File: src/rtl/tlb_mmu.sv
// MIPS32-style MMU: fully associative software-managed TLB plus CP0 regs.
// Optional PROBE (TLBP) support is compiled in when MMU_PROBE_EN is defined.
module tlb_mmu #(
    parameter int ENTRY_ADDR_WIDTH = 3
) (
    input  logic        clk,
    input  logic        res,
    input  logic        addrValid,
    input  logic [31:0] vAddr,
    output logic [31:0] pAddr,
    input  logic [1:0]  mmu_accessType,
    input  logic [2:0]  mmu_cmd,
    input  logic [2:0]  mmu_reg,
    input  logic [31:0] mmu_dataIn,
    output logic [31:0] mmu_dataOut,
    output logic [2:0]  mmu_exception
);

    localparam int W = ENTRY_ADDR_WIDTH;
    localparam int N = 1 << W;

    localparam logic [2:0] CMD_WREG  = 3'd1;
    localparam logic [2:0] CMD_WTLB  = 3'd2;
    localparam logic [2:0] CMD_RTLB  = 3'd3;
    localparam logic [2:0] CMD_PROBE = 3'd4;

    localparam logic [2:0] REG_INDEX = 3'd0;
    localparam logic [2:0] REG_LO0   = 3'd1;
    localparam logic [2:0] REG_LO1   = 3'd2;
    localparam logic [2:0] REG_MASK  = 3'd3;
    localparam logic [2:0] REG_HI    = 3'd4;

    localparam logic [2:0] EXC_NONE = 3'd0;
    localparam logic [2:0] EXC_MISS = 3'd1;
    localparam logic [2:0] EXC_TLBL = 3'd2;
    localparam logic [2:0] EXC_TLBS = 3'd3;
    localparam logic [2:0] EXC_MOD  = 3'd4;

    localparam logic [1:0] ACC_W = 2'd2;

    typedef struct packed {
        logic [18:0] vpn2;
        logic [7:0]  asid;
        logic [15:0] mask;
        logic        g;
        logic [25:0] pfn0;
        logic [2:0]  c0;
        logic        d0;
        logic        v0;
        logic [25:0] pfn1;
        logic [2:0]  c1;
        logic        d1;
        logic        v1;
    } tlb_entry_t;

    logic          idx_p_q, idx_p_d;
    logic [W-1:0]  idx_q, idx_d;
    logic [18:0]   vpn2_q, vpn2_d;
    logic [7:0]    asid_q, asid_d;
    logic [15:0]   mask_q, mask_d;
    logic [31:0]   lo0_q, lo0_d;
    logic [31:0]   lo1_q, lo1_d;
    logic [31:0]   paddr_q, paddr_d;
    logic [2:0]    exc_q, exc_d;
    tlb_entry_t    tlb_q [N];
    tlb_entry_t    tlb_d [N];

    // Address match under the entry's page mask, honouring global pages
    function automatic logic ent_match(input tlb_entry_t e,
                                       input logic [18:0] vpn,
                                       input logic [7:0] asid);
        logic [18:0] m;
        m = ~{3'b000, e.mask};
        return ((vpn & m) == (e.vpn2 & m)) && (e.g || (e.asid == asid));
    endfunction

    logic          xl_hit;
    logic [W-1:0]  xl_idx;
    tlb_entry_t    xe;
    logic          xl_odd;
    logic [16:0]   odd_sel;
    logic [31:0]   off_m;
    logic [25:0]   xl_pfn;
    logic          xl_v;
    logic          xl_d;
    logic [31:0]   xl_pa;

    // Lookup for translation: descending scan so the lowest index wins
    always_comb begin
        xl_hit = 1'b0;
        xl_idx = '0;
        for (int i = N - 1; i >= 0; i--) begin
            if (ent_match(tlb_q[i], vAddr[31:13], asid_q)) begin
                xl_hit = 1'b1;
                xl_idx = W'(i);
            end
        end
    end

    // Even/odd half select and offset splice for the hit entry
    always_comb begin
        xe      = tlb_q[xl_idx];
        odd_sel = {1'b0, xe.mask} + 17'd1;
        xl_odd  = |(vAddr[28:12] & odd_sel);
        off_m   = {4'b0000, xe.mask, 12'hfff};
        xl_pfn  = xl_odd ? xe.pfn1 : xe.pfn0;
        xl_v    = xl_odd ? xe.v1 : xe.v0;
        xl_d    = xl_odd ? xe.d1 : xe.d0;
        xl_pa   = ({xl_pfn[19:0], 12'h000} & ~off_m) | (vAddr & off_m);
    end

`ifdef MMU_PROBE_EN
    logic          pr_hit;
    logic [W-1:0]  pr_idx;

    // Probe lookup keyed by EntryHi
    always_comb begin
        pr_hit = 1'b0;
        pr_idx = '0;
        for (int i = N - 1; i >= 0; i--) begin
            if (ent_match(tlb_q[i], vpn2_q, asid_q)) begin
                pr_hit = 1'b1;
                pr_idx = W'(i);
            end
        end
    end
`endif

    // Next state: command execution and translation result
    always_comb begin
        idx_p_d = idx_p_q;
        idx_d   = idx_q;
        vpn2_d  = vpn2_q;
        asid_d  = asid_q;
        mask_d  = mask_q;
        lo0_d   = lo0_q;
        lo1_d   = lo1_q;
        paddr_d = paddr_q;
        exc_d   = exc_q;
        tlb_d   = tlb_q;

        case (mmu_cmd)
            CMD_WREG: begin
                case (mmu_reg)
                    REG_INDEX: begin
                        idx_p_d = mmu_dataIn[31];
                        idx_d   = mmu_dataIn[W-1:0];
                    end
                    REG_LO0:  lo0_d = mmu_dataIn;
                    REG_LO1:  lo1_d = mmu_dataIn;
                    REG_MASK: mask_d = mmu_dataIn[28:13];
                    REG_HI: begin
                        vpn2_d = mmu_dataIn[31:13];
                        asid_d = mmu_dataIn[7:0];
                    end
                    default: ;
                endcase
            end
            CMD_WTLB: begin
                tlb_d[idx_q].vpn2 = vpn2_q;
                tlb_d[idx_q].asid = asid_q;
                tlb_d[idx_q].mask = mask_q;
                tlb_d[idx_q].g    = lo0_q[0] & lo1_q[0];
                tlb_d[idx_q].pfn0 = lo0_q[31:6];
                tlb_d[idx_q].c0   = lo0_q[5:3];
                tlb_d[idx_q].d0   = lo0_q[2];
                tlb_d[idx_q].v0   = lo0_q[1];
                tlb_d[idx_q].pfn1 = lo1_q[31:6];
                tlb_d[idx_q].c1   = lo1_q[5:3];
                tlb_d[idx_q].d1   = lo1_q[2];
                tlb_d[idx_q].v1   = lo1_q[1];
            end
            CMD_RTLB: begin
                vpn2_d = tlb_q[idx_q].vpn2;
                asid_d = tlb_q[idx_q].asid;
                mask_d = tlb_q[idx_q].mask;
                lo0_d  = {tlb_q[idx_q].pfn0, tlb_q[idx_q].c0,
                          tlb_q[idx_q].d0, tlb_q[idx_q].v0,
                          tlb_q[idx_q].g};
                lo1_d  = {tlb_q[idx_q].pfn1, tlb_q[idx_q].c1,
                          tlb_q[idx_q].d1, tlb_q[idx_q].v1,
                          tlb_q[idx_q].g};
            end
            CMD_PROBE: begin
`ifdef MMU_PROBE_EN
                if (pr_hit) begin
                    idx_p_d = 1'b0;
                    idx_d   = pr_idx;
                end else begin
                    idx_p_d = 1'b1;
                end
`endif
            end
            default: ;
        endcase

        if (addrValid) begin
            if (vAddr[31:30] == 2'b10) begin
                paddr_d = {3'b000, vAddr[28:0]};
                exc_d   = EXC_NONE;
            end else if (!xl_hit) begin
                exc_d = EXC_MISS;
            end else if (!xl_v) begin
                exc_d = (mmu_accessType == ACC_W) ? EXC_TLBS : EXC_TLBL;
            end else if ((mmu_accessType == ACC_W) && !xl_d) begin
                exc_d = EXC_MOD;
            end else begin
                exc_d   = EXC_NONE;
                paddr_d = xl_pa;
            end
        end
    end

    // State registers with asynchronous clear
    always_ff @(posedge clk or negedge res) begin
        if (!res) begin
            idx_p_q <= 1'b0;
            idx_q   <= '0;
            vpn2_q  <= '0;
            asid_q  <= '0;
            mask_q  <= '0;
            lo0_q   <= '0;
            lo1_q   <= '0;
            paddr_q <= '0;
            exc_q   <= EXC_NONE;
            for (int i = 0; i < N; i++) begin
                tlb_q[i] <= '0;
            end
        end else begin
            idx_p_q <= idx_p_d;
            idx_q   <= idx_d;
            vpn2_q  <= vpn2_d;
            asid_q  <= asid_d;
            mask_q  <= mask_d;
            lo0_q   <= lo0_d;
            lo1_q   <= lo1_d;
            paddr_q <= paddr_d;
            exc_q   <= exc_d;
            for (int i = 0; i < N; i++) begin
                tlb_q[i] <= tlb_d[i];
            end
        end
    end

    // Combinational register read port
    always_comb begin
        mmu_dataOut = '0;
        case (mmu_reg)
            REG_INDEX: mmu_dataOut = {idx_p_q, {(31 - W){1'b0}}, idx_q};
            REG_LO0:   mmu_dataOut = lo0_q;
            REG_LO1:   mmu_dataOut = lo1_q;
            REG_MASK:  mmu_dataOut = {3'b000, mask_q, 13'h0000};
            REG_HI:    mmu_dataOut = {vpn2_q, 5'b00000, asid_q};
            default:   mmu_dataOut = '0;
        endcase
    end

    assign pAddr         = paddr_q;
    assign mmu_exception = exc_q;

endmodule

File: config.mk
export PLATFORM = sky130hd
export DESIGN_NAME = tlb_mmu
export DESIGN_NICKNAME = d
export VERILOG_FILES = /design/src/rtl/tlb_mmu.sv
export SDC_FILE = /design/constraint.sdc
export NUM_CORES = 2
export LEC_CHECK = 0
export ABC_CLOCK_PERIOD_IN_PS = 13890
export BUFFER_PORTS_ARGS = -buffer_cell sky130_fd_sc_hd__buf_4
export CELL_PAD_IN_SITES_DETAIL_PLACEMENT = 0
export CELL_PAD_IN_SITES_GLOBAL_PLACEMENT = 1
export CORE_MARGIN = 10
export CORE_UTILIZATION = 50
export CTS_CLUSTER_SIZE = 20
export DETAILED_ROUTE_END_ITERATION = 10
export PLACE_DENSITY = 0.82
export RECOVER_POWER = 25
export SYNTH_ARGS = -nofsm -noshare
export SYNTH_HDL_FRONTEND = slang
export SYNTH_SLANG_ARGS = --single-unit
File: constraint.sdc
create_clock -name clk -period 13.89 [get_ports clk]
set_clock_uncertainty 0.1 [all_clocks]
set_input_delay 2.0835 -clock clk [delete_from_list [all_inputs] [get_ports clk]]
set_output_delay 2.0835 -clock clk [all_outputs]
set_load 0.1 [all_outputs]
==> run metrics <==
status finished, violations left; failing checks max-capacitance violations, max-slew violations; Core Footprint 104000 um^2; Setup-failing EPs final 0; Area growth syn-to-layout 10.2%; CP max-delay cell clkbuf_1; fin cells 6084; largest net degree at the start of global routing 172; clock root buffer master clkbuf_16; count leader, synth dfrtp_1; crit path DAT 9.13 ns; hold slack final 0.402 ns; cell breakdown of the critical path clkbuf_1 > clkbuf_2; top cells by area, synth dfrtp_1 (48%), mux2_2 (19%), nand2_1 (4.2%); endpoints failing hold 0; Pwr Density 175 nW/um^2; mux cell area share after synthesis 22.2%; largest family of logic cells by synthesized area multiplexers; die area 118000 um^2; GRT Total Usage 32.9%; top cell family by delay on the critical path buffers and inverters; P_leak 26.2 nW; Worst EP required 13.05 ns; Hold Path Class reg2reg; Synth Area in Simple Gates 8.50%; antenna viol nets, final 0; final core utilization 55.6%; Most used DFF post-synth dfrtp_1; adder-cell share of the synthesized area 0.0239%; crit path max fanout 167; Synth top area share 47.5%; site row count 118; Commonest cells post-synth dfrtp_1 (994), mux2_2 (886), nand2_1 (587), clkbuf_1 (282), a21oi_1 (173); CP peak stage delay 3.64 ns; Avg Vias per Cell 6.79; Seq cells post-synth 994; fillcell total 8904; first drt pass iteration count 6; postcts setup bufs 0; Setup CP Type in2async; WL final 199000 um; Worst Tran Pin Value 5.35 ns; CTS Buf Count 107; Avg Inst Size Synth 11.0 um^2; number of global-route vias before repair 40472; Slew Viols, Final 613; Final min period 9.97 ns; Worst VDD drop 0.190 mV; Inst Count DP 5888; Final Cycle Share 71.8%; DR iter-0 viols 5168; Die H 343 um; Initial Util 50.5%; GRT overflow 0; Final TNS setup 0 ns; Routed wire per std cell 32.7 um; Post-Syn Nets 4835; routability congestion estimate 1.00; chip width 343 um; Synth async-reset ratio 100%; RSZ-0062 raised after global routing no; Hold Buf Count CTS 0; Post-DP Area 54100 um^2; Worst-path clk slew 0.06 ns; final net count 4693; clk sinks 994; CTS resizes 0; Synth Instances 4759; MaxCap Viol Count 9; cell area after layout 57700 um^2; share of layout cells above drive strength 1 29.7%; first-pass GRT wire length 289000 um; EDFF count, synth 0; Max Clk Rate 100 MHz; via count of the routed design 41334; dpl hpwl 124000 um; Worst-Skew Late Latency 0.71 ns; Synth Area in XOR/XNOR 3.83%; Netlist cell types 81; initial antenna violation count 10; Slew HR -257%; Compound-Gate Fraction of Synth Area 13.8%; Synth Warn # 0; htree depth 3; Startpoint Class input pin; sequential fraction of the synthesis area 47.5%; worst path buffer plus inverter count 2; Crit. End Element async pin; IO Port Bufs 141; clk buf depth 3; CTS tree built; DRC Markers 0; area leader, netlist dfrtp_1; Top Ports 142; synthesized area 52300 um^2
-- layout by cell type (no fill, tap or decap), drive strengths merged, types with 6 or more instances in the layout --
master,instances
dfrtp,994
mux2,915
nand2,589
buf,226
a21oi,175
xnor2,171
nand3,169
clkbuf,166
o21ai,131
a22oi,117
nor2,106
a22o,105
o31ai,101
o22ai,87
mux2i,87
a211oi,84
xor2,58
a221oi,54
and3,41
a31oi,28
a311oi,26
nor4,24
nand4,21
inv,20
a221o,16
clkinv,16
nor2b,16
mux4,15
nor3,14
a2111oi,12
bufinv,12
o221a,12
o41ai,11
o211ai,11
and2,10
a41o,7
o221ai,7
a222oi,6
-- area by class of cell --
type	count	area (um^2)	share of cell area, %
multi-input combinational	3264	25500	44.3
sequential	994	24900	43.2
clock buffer	159	3180	5.51
timing repair buffer	233	1760	3.06
tap	1380	1730	2.99
clock inverter	33	507	0.879
inverter	17	63.8	0.111
antenna	4	10.0	0.0174
-- power breakdown --
part,switching [mW],internal (mW)
clock network,1.23,1.80
registers,0.825,3.53
logic,1.64,1.10
-- final timing paths --
kind                                 from         end  slack (ns)  cells after the start
worst min register to register   tlb_q[2]    tlb_q[2]        0.40                      1
min in group asynchronous             res  tlb_q[378]        3.22                      1
max in group clk                vAddr[14]   pAddr[20]        4.70                     23
worst min-delay path             tlb_q[2]    tlb_q[2]        0.40                      1
worst max register to register  asid_q[2]   pAddr[20]        4.96                     22
worst max-delay path                  res    idx_q[1]        3.92                      2
-- routing by layer --
layer  part of all wire (%)  global-route usage (%)
met5                  0.041                       0
met4                    5.6                    16.6
met3                     11                    8.08
met2                     44                    49.4
met1                     40                    44.2
-- logic make-up (layout without fill, tap and decap cells) --
group           after synthesis  count (layout)
compound gates             1015            1015
xor+xnor                    229             229
fa+ha+maj                     1               1
buf+inv                     501             442
flops                       994             994
mux                        1017            1017
other cells                   0               4
simple gates               1002            1002
-- state kept, by name, indices dropped and copies added (netlist names), 8 cells and up --
register / cells
tlb_q: 848
asid_q: 8
lo1_q: 32
pAddr: 32
vpn2_q: 19
mask_q: 16
lo0_q: 32
-- stage by stage --
stage	setup WS (ns)	power [mW]
after floorplan	6.69	5.97
after global placement	4.23	6.99
after detailed placement	4.16	7.05
after CTS	4.87	10.1
after global routing	2.35	10.5
final	3.92	10.1
(Power assumes the default switching activity.)
